[config.mk]
export PLATFORM = sky130hd
export DESIGN_NAME = arb_mux2_rr
export DESIGN_NICKNAME = d
export VERILOG_FILES = /design/src/rtl/arb_mux2_rr_pkg.sv /design/src/rtl/arb_mux2_rr_mux2_w.sv /design/src/rtl/arb_mux2_rr.sv
export SDC_FILE = /design/constraint.sdc
export NUM_CORES = 1
export LEC_CHECK = 0
export ABC_AREA = 1
export CORE_UTILIZATION = 25
export DETAILED_ROUTE_END_ITERATION = 10
export SLEW_MARGIN = 10
export SYNTH_ARGS = -nofsm -noshare
export SYNTH_HDL_FRONTEND = slang
export SYNTH_SLANG_ARGS = --single-unit
[constraint.sdc]
create_clock -name clk -period 2.37 [get_ports clk]
set_input_delay 0.474 -clock clk [delete_from_list [all_inputs] [get_ports clk]]
set_output_delay 0.474 -clock clk [all_outputs]
set_load 0.01 [all_outputs]
[src/rtl/arb_mux2_rr_pkg.sv]
// Shared types for the two-source round-robin arbiter and its datapath mux.
package arb_mux2_rr_pkg;

  typedef enum logic [1:0] {
    IDLE  = 2'd0,
    GNT_A = 2'd1,
    GNT_B = 2'd2
  } state_t;

  localparam logic SEL_A = 1'b0;
  localparam logic SEL_B = 1'b1;

endpackage : arb_mux2_rr_pkg

[src/rtl/arb_mux2_rr_mux2_w.sv]
// Parameterised W-bit combinational 2:1 mux (sel = 0 -> a, sel = 1 -> b).
module mux2_w
  import arb_mux2_rr_pkg::*;
#(
  parameter int unsigned W = 8
) (
  input  logic         sel,
  input  logic [W-1:0] a,
  input  logic [W-1:0] b,
  output logic [W-1:0] y_c
);

  always_comb begin
    y_c = a;
    if (sel == SEL_B) y_c = b;
  end

endmodule : mux2_w

[src/rtl/arb_mux2_rr.sv]
// Two-requester round-robin arbiter with burst limit, owning a W-bit 2:1 mux
// whose output is registered with a valid strobe.
module arb_mux2_rr
  import arb_mux2_rr_pkg::*;
#(
  parameter int unsigned W         = 8,
  parameter int unsigned MAX_BURST = 4
) (
  input  logic         clk,
  input  logic         rst_n,
  input  logic         req_a,
  input  logic         req_b,
  input  logic [W-1:0] dat_a,
  input  logic [W-1:0] dat_b,
  output logic         gnt_a,
  output logic         gnt_b,
  output logic         sel,
  output logic [W-1:0] sal,
  output logic         sal_vld
);

  localparam int unsigned CW = $clog2(MAX_BURST + 1);

  state_t          state;
  state_t          state_nxt;
  logic            last_served;
  logic [CW-1:0]   cnt;
  logic [CW-1:0]   cnt_nxt;
  logic [W-1:0]    mux_y;
  logic            req_own;
  logic            req_oth;
  logic            beat;
  logic            cnt_full;
  logic            release_grant;

  mux2_w #(.W(W)) u_mux (
    .sel (sel),
    .a   (dat_a),
    .b   (dat_b),
    .y_c (mux_y)
  );

  // Beat, burst-limit and release decode for the current owner.
  always_comb begin
    req_own = 1'b0;
    req_oth = 1'b0;
    case (state)
      GNT_A: begin
        req_own = req_a;
        req_oth = req_b;
      end
      GNT_B: begin
        req_own = req_b;
        req_oth = req_a;
      end
      default: ;
    endcase
    beat          = (state != IDLE) && req_own;
    cnt_nxt       = cnt + CW'(1);
    cnt_full      = beat && (cnt_nxt == CW'(MAX_BURST));
    release_grant = (state != IDLE) && (!req_own || (cnt_full && req_oth));
  end

  // Next-state: ties from IDLE go to whoever was not served last; a release
  // hands straight over to a waiting peer with no idle bubble.
  always_comb begin
    state_nxt = state;
    case (state)
      IDLE: begin
        if (req_a && (!req_b || last_served == SEL_B)) state_nxt = GNT_A;
        else if (req_b)                                state_nxt = GNT_B;
      end
      GNT_A: if (release_grant) state_nxt = req_b ? GNT_B : IDLE;
      GNT_B: if (release_grant) state_nxt = req_a ? GNT_A : IDLE;
      default: state_nxt = IDLE;
    endcase
  end

  always_ff @(posedge clk or negedge rst_n) begin
    if (!rst_n) begin
      state       <= IDLE;
      last_served <= SEL_B;
      cnt         <= '0;
      gnt_a       <= 1'b0;
      gnt_b       <= 1'b0;
      sel         <= SEL_A;
      sal         <= '0;
      sal_vld     <= 1'b0;
    end else begin
      state   <= state_nxt;
      gnt_a   <= (state_nxt == GNT_A);
      gnt_b   <= (state_nxt == GNT_B);
      sel     <= (state_nxt == GNT_B) ? SEL_B : SEL_A;
      sal_vld <= beat;
      if (beat) sal <= mux_y;

      // A full burst with no competitor just restarts the count.
      if (release_grant) begin
        last_served <= (state == GNT_B) ? SEL_B : SEL_A;
        cnt         <= '0;
      end else if (beat) begin
        cnt <= cnt_full ? '0 : cnt_nxt;
      end
    end
  end

  a_gnt_onehot : assert property (@(posedge clk) disable iff (!rst_n) !(gnt_a && gnt_b));
  a_sel_gnt_b  : assert property (@(posedge clk) disable iff (!rst_n) sel == gnt_b);
  a_cnt_bound  : assert property (@(posedge clk) disable iff (!rst_n) cnt <= CW'(MAX_BURST));

endmodule : arb_mux2_rr

* Yosys cells after proc, flatten, opt, wreduce, memory -nomap -nowiden
Index checks and enable logic that the tools add are counted.
Operators by class: muxes and demuxes 15, $add $sub $neg 1, reduce and logical (&&, ||, !) cells 12, equality and inequality tests 5
Operators with widths (count):
- 2-bit 2-to-1 mux | 5
- 3-bit 2-to-1 mux | 3
- 8-bit 2-to-1 mux | 1
- 2-bit case mux with 3 select lines | 1
- 1-bit logical AND | 5
- 2-bit by 1-bit equality test with 1-bit output, second input constant | 2
- 2-bit equality test, second input constant | 2
- 1-bit case mux with 2 select lines | 2
- 2-bit nonzero test | 2
- 3-bit by 1-bit adder with 3-bit output, second input constant | 1
- 3-bit equality test, second input constant | 1
- 1-bit 2-to-1 mux | 3
- 1-bit logical NOT | 2
- 2-bit logical NOT | 1
- 1-bit logical OR | 2
Word-level totals: bits of input ports 20, output and inout bits 12, logic and storage cells 41, register bits 18

* Depth between registers and ports, before layout
Gate-level depths: netlist of run 1.
word-level depth 11, depth in mapped cells 11

* Modules after synthesis
A second synthesis of run 1 with hierarchy kept.
Unflattened totals: cell total of the unflattened synthesis 111, area, all modules 1017.2 um^2
By module, submodules not included:
- arb_mux2_rr | times used 1, area an instance 912.1 um^2, seq. area each 426.7 um^2, cells an instance 85
- mux2_w | times used 1, area an instance 105.1 um^2, seq. area each 0.0 um^2, cells an instance 26

* Least setup slack after synthesis of run 1
OpenSTA, ideal clock, no wires.
path type flip-flop to flip-flop, from register state[0], to register sal[6], slack 873 ps, data arrival time 1379 ps, stages on the path, launching flop included 10, period minus slack after synthesis 1497 ps, setup time 119 ps, required time 2251 ps, cells stage by stage dfrtp_1 > inv_1 > ha_1 > nand2_2 > a21oi_4 > inv_2 > nor2_8 > buf_8 > nand2_2 > o21a_1
On the way: cells in the longest elaborated chain, start to end 3, elaborated cells between the ends (all ways) 5
RTL lines:
- start, declared | line arb_mux2_rr.sv:24 | state_t state;
- start signal, assigned | line arb_mux2_rr.sv:90 | state <= state_nxt;
- 2-bit equality test or 2-bit by 1-bit equality test with 1-bit output (tied branches) | line arb_mux2_rr.sv:47 | case (state)
- 1-bit case mux with 2 select lines | line arb_mux2_rr.sv:47
- 1-bit logical AND (*) | line arb_mux2_rr.sv:58 | beat = (state != IDLE) && req_own;
- via beat | line arb_mux2_rr.sv:32 | logic beat;
- end signal, assigned | line arb_mux2_rr.sv:95 | if (beat) sal <= mux_y;
- end, declared | line arb_mux2_rr.sv:18 | output logic [W-1:0] sal,
The timed path passes the listed nets; every way through them passes the cells marked *. A chain may end at the register's enable or synchronous reset.

==> results of run 1 <==
[metal layers]
layer  wire length, µm  global-route usage  vias to the layer above
li1                  -                   -                      432
met3               225              0.0330                        2
met1              1060               0.136                      379
met2               833               0.161                       33
met5                 0                   0                        -
met4                10              0.0489                        0
[kinds of logic after synthesis]
logic type,after synthesis,share of synthesized area
flip-flops,17,0.427
adder cells (fa/ha/maj),6,0.0752
buffers and inverters,28,0.122
AND/OR/NAND/NOR,42,0.206
AO/OA/AOI/OAI,25,0.170
[Yosys cell counts]
cell type	count
dfstp_2	1
nor2_8	1
nand2_2	4
o21ai_1	2
inv_1	23
ha_1	6
a21oi_4	1
buf_2	1
a21oi_1	2
o21ai_4	1
nand3_2	2
buf_8	1
o21ai_0	10
o21a_1	8
o211ai_1	1
nand3_1	3
dfrtp_1	16
nand4_1	2
nand2_1	28
buf_4	1
inv_2	2
nor2_1	2
[per-stage QoR]
| step | area, µm² | hold WS, ps |
|---|---|---|
| after floorplan | 998 | 178 |
| after global placement | 1340 | 466 |
| final | 1390 | 483 |
| after global routing | 1390 | 500 |
| after CTS | 1390 | 481 |
| after detailed placement | 1340 | 477 |
[how the worst max path moves through the flow]
stage,startpoint,end
global placement,req_b,sal[4]
detailed placement,req_b,sal[7]
CTS,gnt_b,sel
finish,gnt_b,sel
floorplan,state[0],sal[6]
global route,gnt_b,sel
[layout make-up]
type	count	area share
timing repair buffer	31	0.224
inverter	25	0.0677
clock buffer	4	0.0325
multi-input combinational	73	0.325
tap	48	0.0433
sequential	17	0.308
[flip-flops by register name, summed over array words and instances, names as in the netlist]
signal       count
gnt_a            1
state            2
gnt_b            1
sal_vld          1
sal              8
cnt              3
last_served      1
[power breakdown]
part           internal (mW)  switching, mW  total [mW]
sequential             0.411         0.0917       0.503
clock                  0.119         0.0916       0.211
combinational          0.353          0.372       0.726
total                  0.883          0.556        1.44
==> results by group, run 1 <==
Status
  • Outcome: finished, final reports clean

Clocking
  • CTS Buffer Depth: 2
  • CTS tree: built
  • Root Driver: clkbuf_8
  • Worst skew pair latency: roughly 250 ps
  • Setup Fix Bufs, Post-CTS: 0
  • H-tree lvl count: 1
  • Clock-pin slew on the worst setup and hold paths: 60 ps
  • Clock Sink Count: 17
  • TritonCTS Buffers: 3
  • Post-cts gate resize count: 0
  • # hold bufs at CTS: 0

Critical path
  • Crit-path leading delay family: flip-flops
  • Worst R2R Setup Slack: approximately 710 ps
  • Crit-path cells: clkdlybuf4s50_1
  • Startpoint Class: register
  • Critical Path Fanout Max: 18
  • Critical R2R Capture: sal[7]
  • Delay of the slowest critical-path stage: 680 ps
  • FF-to-FF path depth: 8
  • Worst path bufs/invs: 1
  • Crit path arrival time: 1570 ps
  • Setup CP Type: reg -> out
  • Worst reg2reg path startpoint: state[0]
  • Critical Path Sink Type: output port
  • Req. time, crit path: 1900 ps
  • Max stage delay cell, worst path: dfrtp_1
  • WP depth: 1

Place
  • GP Congestion: 0.841
  • DP Wirelength: 1.65 mm
  • Port Buffers: 31
  • Post-Place Cells: 194
  • Place WS: around 450 ps

STA
  • Min Clock Period, post-route: ~2000 ps
  • Max-slew violations: 0
  • Final worst slack: 329 ps
  • Worst slew pin tran: approximately 770 ps
  • Final worst-path cycle share: 0.861
  • RSZ-0062 raised after global routing: no
  • Slew HR: 0.487
  • Finish-stage setup viols: 0
  • Sum Neg Setup Slack: 0 ps
  • Final Hold Vio Count: 0
  • Clock skew: 1.78 ps
  • F_max: approximately 0.49 GHz

Routing
  • First-pass DRT Iterations: 4
  • Post-DR vias/cell: 4.27
  • WL final: 2.12 mm
  • Routed Antenna Nets: 0
  • Via count: 846
  • Drc violations: 0
  • Routed wire per std cell: between 10 and 15 µm
  • Iteration-0 DRC count of the detailed router: 17

Synth
  • Cell taking the most area after synthesis: dfrtp_1
  • Share of the synthesized area in the top cell type: 0.401
  • Cells after Synth: about 120
  • Synth Register Bits: 17
  • Syn_area_per_cell: roughly 8.5 µm²
  • Sequential share of the synthesized area: 0.427
  • Post-synthesis cell area: around 1000 µm²
  • Synth area leaders: dfrtp_1 (40%), nand2_1 (11%), inv_1 (8.6%), ha_1 (7.5%), o21a_1 (6.0%)
  • Post-synthesis net count: 144
  • Distinct cells, synth: 22
  • Warnings, synthesis: 0

GRT
  • Vias in the first global route: about 800
  • Total global-route track usage: 0.106
  • Pin count of the biggest net entering global routing: 19
  • Initial antenna violation count: 0
  • GRT overflow: 0
  • Global-route wire length before repair: 3.48 mm

Hold path
  • Hold Crit Class: reg -> reg
  • Hold Startpoint: last_served
  • Worst Hold Path EP: last_served
  • Hold path depth: 2

Power and ir drop
  • Lkg Pwr: 0.651 nW
  • Worst vdd ir: 0.402 mV
  • Pwr dens: 1040 nW/µm²
  • Design Power: 1.44 mW

Floorplanning
  • Core area: ~3700 µm²
  • Top Ports: 32
  • Die width: 65.2 µm
  • Die H: 65.2 µm
  • Rows: 22
  • Starting Density: 0.267
  • Die footprint: approximately 4300 µm²

Layout
  • Fin nets: 177
  • Antenna cells: 0
  • Final Util: 0.370
  • Sequential cell area: 427 µm²
  • Multi-input logic area: approximately 450 µm²
  • Share of layout cells above drive strength 1: 0.100
  • Fill cells: 390
  • Most frequent cells in the layout: clkdlybuf4s50_1 (31), nand2_1 (28), inv_1 (23), dfrtp_1 (16), o21ai_0 (10)
  • Commonest non-fill, non-tap cell in the layout: clkdlybuf4s50_1
  • Area grow syn2layout: 38.8%
  • Finished Layout Cells: slightly below 200

Run
  • Max Cap Viol: 0
Power figures use the tool's default switching activity.
==> inputs of run 2 (changes only) <==
--- a/config.mk
+++ b/config.mk
@@ -6,6 +6,7 @@
 export NUM_CORES = 1
 export LEC_CHECK = 0
 export ABC_AREA = 1
+export CORE_ASPECT_RATIO = 0.5
 export CORE_UTILIZATION = 25
 export DETAILED_ROUTE_END_ITERATION = 10
 export SLEW_MARGIN = 10
==> results by group, run 2 (synthesis gave the netlist of run 1 again) <==
Status
  • Outcome: finished, final reports clean

Floorplanning
  • Die width: 91.4 µm
  • Top Ports: 32
  • Starting Density: 0.276
  • Die H: ~47 µm
  • Core area: between 3000 and 4000 µm²
  • Rows: 15
  • Die footprint: 4270 µm²

Clocking
  • Worst skew pair latency: 250 ps
  • Clock Sink Count: 17
  • Clock-pin slew on the worst setup and hold paths: 60 ps
  • # hold bufs at CTS: 0
  • TritonCTS Buffers: 3
  • CTS tree: built
  • H-tree lvl count: 1
  • Root Driver: clkbuf_8
  • Setup Fix Bufs, Post-CTS: 0
  • Post-cts gate resize count: 0
  • CTS Buffer Depth: 2

Place
  • DP Wirelength: 1.48 mm
  • GP Congestion: 0.732
  • Post-Place Cells: 199
  • Port Buffers: 31

Layout
  • Area grow syn2layout: 40.7%
  • Fin nets: between 150 and 200
  • Largest registers: sal: 8 flops, cnt: 3 flops, state: 2 flops
  • Commonest non-fill, non-tap cell in the layout: clkdlybuf4s50_1
  • Fill cells: about 360
  • Antenna cells: 0
  • Biggest register: sal
  • Share of layout cells above drive strength 1: 0.112
  • Max reg flops: 8
  • Most frequent cells in the layout: clkdlybuf4s50_1 (31), nand2_1 (28), inv_1 (23), dfrtp_1 (16), o21ai_0 (10)
  • Finished Layout Cells: 203

STA
  • Finish-stage setup viols: 0
  • F_max: between 0.5 and 0.6 GHz
  • Min Clock Period, post-route: 1690 ps
  • RSZ-0062 raised after global routing: no
  • Hold WS: 475 ps
  • Clock skew: 0.778 ps
  • Final worst-path cycle share: 0.712
  • Worst slew pin tran: 354 ps
  • Slew HR: 0.764
  • Max-slew violations: 0
  • Sum Neg Setup Slack: 0 ps
  • Final Hold Vio Count: 0

GRT
  • Initial antenna violation count: 0
  • Global-route wire length before repair: 3.02 mm
  • GRT overflow: 0
  • Pin count of the biggest net entering global routing: 18
  • Vias in the first global route: 679
  • Total global-route track usage: 0.0930

Power and ir drop
  • Clk pwr share: 0.150
  • Pwr dens: approximately 1000 nW/µm²
  • Worst vdd ir: 0.264 mV
  • Combinational power share: 0.520
  • Sw Ratio: 0.380
  • Pint: around 890 µW
  • Sw power: 545 µW
  • Lkg Pwr: 0.661 nW
  • Flop pwr share: 0.330

Routing
  • Routed wire per std cell: 9.35 µm
  • WL final: 1.90 mm
  • Routed Antenna Nets: 0
  • First-pass DRT Iterations: 4
  • Iteration-0 DRC count of the detailed router: 26
  • Via count: just over 800
  • Post-DR vias/cell: roughly 4
  • Drc violations: 0

Critical path
  • Critical Path Fanout Max: 17
  • Setup CP Type: in -> reg
  • Startpoint Class: input pin
  • Req. time, crit path: around 2500 ps
  • Crit path arrival time: approximately 1800 ps
  • Critical Path Sink Type: register

Run
  • Max Cap Viol: 0

Hold path
  • Hold Crit Class: reg -> reg
-- run 2: worst max-delay path, cell delays in order --
cell             delay [ps]
clkdlybuf4s50_1         550
nand2_2                  90
a21oi_4                 210
inv_2                    90
nor2_8                  210
nand2_1                  90
o21a_1                  110
-- run 2: cell type report --
type / instances / area [µm²] / area share
clock buffer: 4 / 45.0 / 0.0321
inverter: 25 / 93.8 / 0.0668
multi-input combinational: 73 / 450 / 0.321
sequential: 17 / 427 / 0.304
tap: 51 / 63.8 / 0.0454
timing repair buffer: 33 / 325 / 0.232
-- run 2: through the flow --
| step | utilization | cell area, µm² | setup slack [ps] | total power, mW |
|---|---|---|---|---|
| global route | 0.388 | 1410 | 557 | 1.55 |
| global placement | 0.375 | 1360 | 476 | 1.23 |
| finish | 0.388 | 1410 | 683 | 1.44 |
| detailed placement | 0.375 | 1360 | 413 | 1.24 |
| CTS | 0.388 | 1410 | 685 | 1.46 |
| floorplan | - | 998 | 873 | 0.946 |
-- run 2: routing by layer --
| layer | track usage | vias up | share of wire |
|---|---|---|---|
| met5 | 0 | - | 0 |
| met4 | 0.0286 | 0 | 0.011 |
| met3 | 0.0330 | 2 | 0.048 |
| met2 | 0.150 | 18 | 0.44 |
| met1 | 0.120 | 361 | 0.50 |
| li1 | - | 437 | - |
-- run 2: final timing paths --
path | from | endpoint | slack [ps] | cells after the start
setup / recovery | req_b | sal[3] | 680 | 7
hold / removal | last_served | last_served | 480 | 2
setup reg to reg | state[0] | sal[3] | 730 | 8
hold reg to reg | last_served | last_served | 480 | 2
max in group asynchronous | rst_n | last_served | 1570 | 2
min in group asynchronous | rst_n | cnt[0] | 550 | 2
-- run 2: power groups by stage --
stage | Sequential, mW | Combinational [mW] | Clock, mW
2_1_floorplan | 0.521 | 0.425 | 0
3_3_place_gp | 0.481 | 0.744 | 0
3_5_place_dp | 0.482 | 0.755 | 0
4_1_cts | 0.476 | 0.759 | 0.228
5_1_grt | 0.489 | 0.824 | 0.237
6_report | 0.474 | 0.746 | 0.216
==> patch 1: new RTL, config.mk and constraints of run 2 <==
`MAX_BURST`: 4 -> 8.
--- a/src/rtl/arb_mux2_rr.sv
+++ b/src/rtl/arb_mux2_rr.sv
@@ -5,5 +5,5 @@
 #(
   parameter int unsigned W         = 8,
-  parameter int unsigned MAX_BURST = 4
+  parameter int unsigned MAX_BURST = 8
 ) (
   input  logic         clk,
Formal check against the unedited RTL: not equivalent (Yosys sat finds a counterexample within 10 cycles, from zero or initial values and one cycle with rst_n low).
==> patch 1 against run 2 <==
- setup slack got worse by 0.17 ns
- critical path type unchanged
- sequential cell count is 1 higher
- via count is 8.9% higher
- sequential share of layout area up 0.97 points
- sequential power increased by 3%
- utilization up 0.59 points
- wire length rose by 8.1%
- largest cell class is now sequential cells
- total power shrank 2.8%
- cell area increased by 2.6%
- cell count rose by 3.9%
- register-to-register slack worse by 0.17 ns
- synthesized cell count grew 6.8%
- area after synthesis rose by 2.1%
==> patch 1: results <==
group,metric,value,unit
outcome,status,"finished clean",
grt,grt_pass1_vias,802,
cts,h-tree-depth,1,
place,place.gp.congestion,0.876,
critical_path,path_max_fanout,18,
final_layout,num-nets-final,186,
grt,met2_usage,0.187,
cts,clk_pin_slew,0.07,ns
cts,clkLatencyLatePin,0.25,ns
grt,antenna_found_initial,0,
place,io_buffers,31,
synthesis,yosys-top-cells-area,"dfrtp_1, nand2_1, inv_1, o21ai_2, ha_1",
cts,cts-root-buf,"clkbuf_8",
cts,cts_setup_buffers,0,
grt,grt_pass1_wl,3460,um
final_layout,diodes,0,
cts,cts_made_buffers,3,
synthesis,ys_seq_area_frac,0.443,
synthesis,syn-num-nets,151,
routing,dr.pass1.iters,4,
synthesis,ys.flop_type,"dfrtp_1",
synthesis,yosys.area.top_type,"dfrtp_1",
grt,grt_util_met3,0.0324,
synthesis,ys_top_cells_by_count,"nand2_1, inv_1, dfrtp_1",
routing,routedWlPerCell,9.73,um
sta,tightest_slew,0.353,ns
sta,clock_skew,0.00317,ns
synthesis,async_flop_share,1.00,
synthesis,synth_cell_types,23,
critical_path,arrival,2.01,ns
grt,grtUsageTotal,0.104,
power,power.leakage,0.000689,uW
cts,cts_resized,0,
final_layout,drive_gt1_frac,0.138,
final_layout,fill_cells,385,
cts,cts_buffer_depth,2,
final_layout,top_regs,"sal (8), cnt (4), state (2)",
routing,drt_iter0_markers,19,
place,dp_hpwl,1700,um
grt,grt_max_degree,19,
power,ir_drop,0.250,mV
grt,grtUsageMet1,0.126,
routing,num_vias,891,
min_path,min_path_type,"flip-flop to flip-flop",
synthesis,ys.warnings.count,0,
patch 1: cell types whose count changed in the layout (fill, tap and decap cells not counted), moves of 2 or more:
cell / run 2 / this run
nand2_2: 4 / 2
o21a_1: 8 / 0
nand3_1: 3 / 6
o21ai_1: 2 / 0
o21ai_2: 0 / 8
nand2_1: 28 / 32
o21ai_0: 10 / 12
patch 1: final timing paths:
check                                         from                 endpoint  slack, ns  depth (start not counted)
worst max-delay path                         req_b       cnt[3]$_DFFE_PN0P_       0.51                          7
worst min-delay path            sal[1]$_DFFE_PN0P_       sal[1]$_DFFE_PN0P_       0.48                          2
worst max register to register  state[1]$_DFF_PN0_       state[0]$_DFF_PN0_       0.56                         12
worst min register to register  sal[1]$_DFFE_PN0P_       sal[1]$_DFFE_PN0P_       0.48                          2
max in group asynchronous                    rst_n  last_served$_DFFE_PN1N_       1.56                          2
min in group asynchronous                    rst_n          gnt_b$_DFF_PN0_       0.55                          2
patch 1: report_power, final:
| part | leakage (uW) | internal (uW) | switching [uW] | total (uW) |
|---|---|---|---|---|
| clock | 0.0000288 | 147 | 94.0 | 241 |
| sequential | 0.000234 | 415 | 71.0 | 486 |
| combinational | 0.000426 | 310 | 358 | 668 |
patch 1: layout make-up:
| type | instances | area, sq um | area share |
|---|---|---|---|
| Tap cell | 51 | 63.8 | 0.0443 |
| Sequential cell | 18 | 452 | 0.313 |
| Timing Repair Buffer | 33 | 325 | 0.226 |
| Multi-Input combinational cell | 79 | 448 | 0.311 |
| Clock buffer | 4 | 55.1 | 0.0382 |
| Inverter | 26 | 97.6 | 0.0677 |
patch 1: worst max-delay path, cell delays in order:
cell and delay [ns]:
clkdlybuf4s50_1 0.54, nand2_1 0.07, nand2_1 0.07, nand2_1 0.09
nor2_1 0.27, inv_2 0.23, o32ai_1 0.26
patch 1: per-stage QoR:
stage          hold slack, ns  setup WS [ns]  instance area, sq um   util  instances
5_1_grt                 0.511          0.365                  1440  0.394        211
6_report                0.482          0.513                  1440  0.394        211
2_1_floorplan           0.178          0.792                  1020      -        126
4_1_cts                 0.487          0.505                  1440  0.394        211
3_5_place_dp            0.470          0.243                  1390  0.379        207
3_3_place_gp            0.465          0.278                  1390  0.379        207
patch 1: cell families (layout without fill, tap and decap cells):
| kind of cell | after synthesis | after routing | synth area share |
|---|---|---|---|
| and+or+nand+nor | 48 | 48 | 0.207 |
| DFF | 18 | 18 | 0.443 |
| buffers and inverters | 29 | 63 | 0.118 |
| AOI/OAI and AO/OA | 26 | 26 | 0.171 |
| adders and majority gates | 5 | 5 | 0.0613 |
patch 1: metal layers:
metal / part of all wire / vias to the layer above
met5: 0 / -
met4: 0.0097 / 0
met3: 0.039 / 2
met2: 0.48 / 20
met1: 0.47 / 402
li1: - / 467
==> patch 2: new RTL, flow settings as in run 2 <==
Made on the original files. Make the reset (`rst_n`) synchronous in one clocked block.
--- a/src/rtl/arb_mux2_rr.sv
+++ b/src/rtl/arb_mux2_rr.sv
@@ -77,5 +77,5 @@
   end
 
-  always_ff @(posedge clk or negedge rst_n) begin
+  always_ff @(posedge clk) begin
     if (!rst_n) begin
       state       <= IDLE;
Check against the original RTL: differs if rst_n is asserted again (counterexample within 4 cycles, from zero or initial values and one cycle with rst_n low); with rst_n held inactive, the same outputs for 10 cycles.
==> patch 2 against run 2 <==
- area after synthesis fell by 8.8%
- clock skew increased by 0.0030 ns
- cell area fell by 6.9%
- first-iteration DRC count is 50% higher
- count of clock-buffer cells in the layout unchanged
- sequential cell count stayed put
- register-to-register slack gained 0.13 ns
- critical path type is now flip-flop to output pin
- setup slack worse by 0.098 ns
- critical path depth down 5
- via count is 3.1% lower
- wire length shrank 3.6%
Power is not compared: it rests on default switching activity, and its combinational part moved more than twofold at a synthesized area within 25%.
==> patch 2: results <==
group,metric,value,unit
power,pg_clk,211,uW
synthesis,syn-num-nets,135,
critical_path,cp_slowest_stage_delay,0.56,ns
grt,grtUsageTotal,0.101,
synthesis,yosys-top-cells-area,"dfxtp_1, mux2i_1, ha_1, nand2_1, a21oi_1",
routing,routed_wl,1830,um
outcome,status,"finished clean",
critical_path,crit_family,"buffers and inverters",
power,ir_drop,0.272,mV
final_layout,fill_cells,350,
power,p_seq,315,uW
synthesis,ys_top_cells_by_count,"nand2_1, dfxtp_1, inv_1",
grt,grt_pass1_vias,674,
synthesis,synthCells,109,
routing,drt_iter0_markers,39,
grt,grt_max_degree,20,
critical_path,arrival,1.31,ns
place,post-place-ws,0.493,ns
critical_path,crit_slowest_cell,"clkdlybuf4s50_1",
cts,h-tree-depth,1,
synthesis,ys.flop_type,"dfxtp_1",
power,power.leakage,0.000544,uW
final_layout,num-nets-final,168,
cts,cts_setup_buffers,0,
final_layout,drive_gt1_frac,0.113,
sta,max_slew_margin,0.755,
synthesis,ys_seq_area_frac,0.374,
sta,clock_skew,0.00374,ns
place,place.gp.congestion,0.737,
routing,dr.pass1.iters,6,
grt,antenna_found_initial,0,
synthesis,async_flop_share,0,
grt,grt_pass1_wl,2900,um
final_layout,top_regs,"sal (8), cnt (3), state (2)",
cts,clk_pin_slew,0.06,ns
final_layout,diodes,0,
synthesis,synth_cell_types,20,
critical_path,path_max_fanout,10,
final_layout,final_cells,192,
routing,num_vias,793,
place,dp_hpwl,1450,um
==> patch 2: area by class of cell <==
cell class / count / share of cell area
multi-input cells: 74 / 0.369
flip-flops and latches: 17 / 0.260
well taps: 51 / 0.0488
clock buffers: 4 / 0.0344
inverters: 14 / 0.0440
repair buffers: 32 / 0.243
==> patch 2: cells by family (layout without fill, tap and decap cells) <==
family | after synthesis | after routing | synth area share
buffers and inverters | 18 | 50 | 0.0962
AOI/OAI and AO/OA | 26 | 26 | 0.172
adders and majority gates | 6 | 6 | 0.0824
DFF | 17 | 17 | 0.374
muxes | 8 | 8 | 0.0879
and+or+nand+nor | 34 | 34 | 0.188
==> patch 2: layer usage <==
layer / GRT usage / part of all wire
met1: 0.129 / 0.51
met2: 0.153 / 0.43
met3: 0.0448 / 0.051
met4: 0.0295 / 0.0093
met5: 0 / 0
==> patch 2: path summary, 6_finish.rpt <==
kind                         end  cells past startpoint  slack (ns)                start
max                          sel                      2        0.58     gnt_b$_SDFF_PN0_
min          cnt[1]$_SDFFE_PP0P_                      2        0.50  cnt[1]$_SDFFE_PP0P_
max reg2reg  sal[6]$_SDFFE_PN0P_                      7        0.86  state[1]$_SDFF_PN0_
min reg2reg  cnt[1]$_SDFFE_PP0P_                      2        0.50  cnt[1]$_SDFFE_PP0P_
==> patch 2: worst register-to-register path, cell delays in order (launching register included) <==
cell and delay (ns):
dfxtp_1 0.38, inv_1 0.10, ha_1 0.28, a21boi_4 0.21, nand2_4 0.10, inv_6 0.14, o21ai_0 0.11, a21oi_1 0.13
==> patch 2: stage by stage <==
stage                     cell area, sq um   util
after global routing                  1310  0.379
final                                 1310  0.379
after CTS                             1310  0.379
after floorplan                        911      -
after detailed placement              1260  0.366
after global placement                1260  0.366
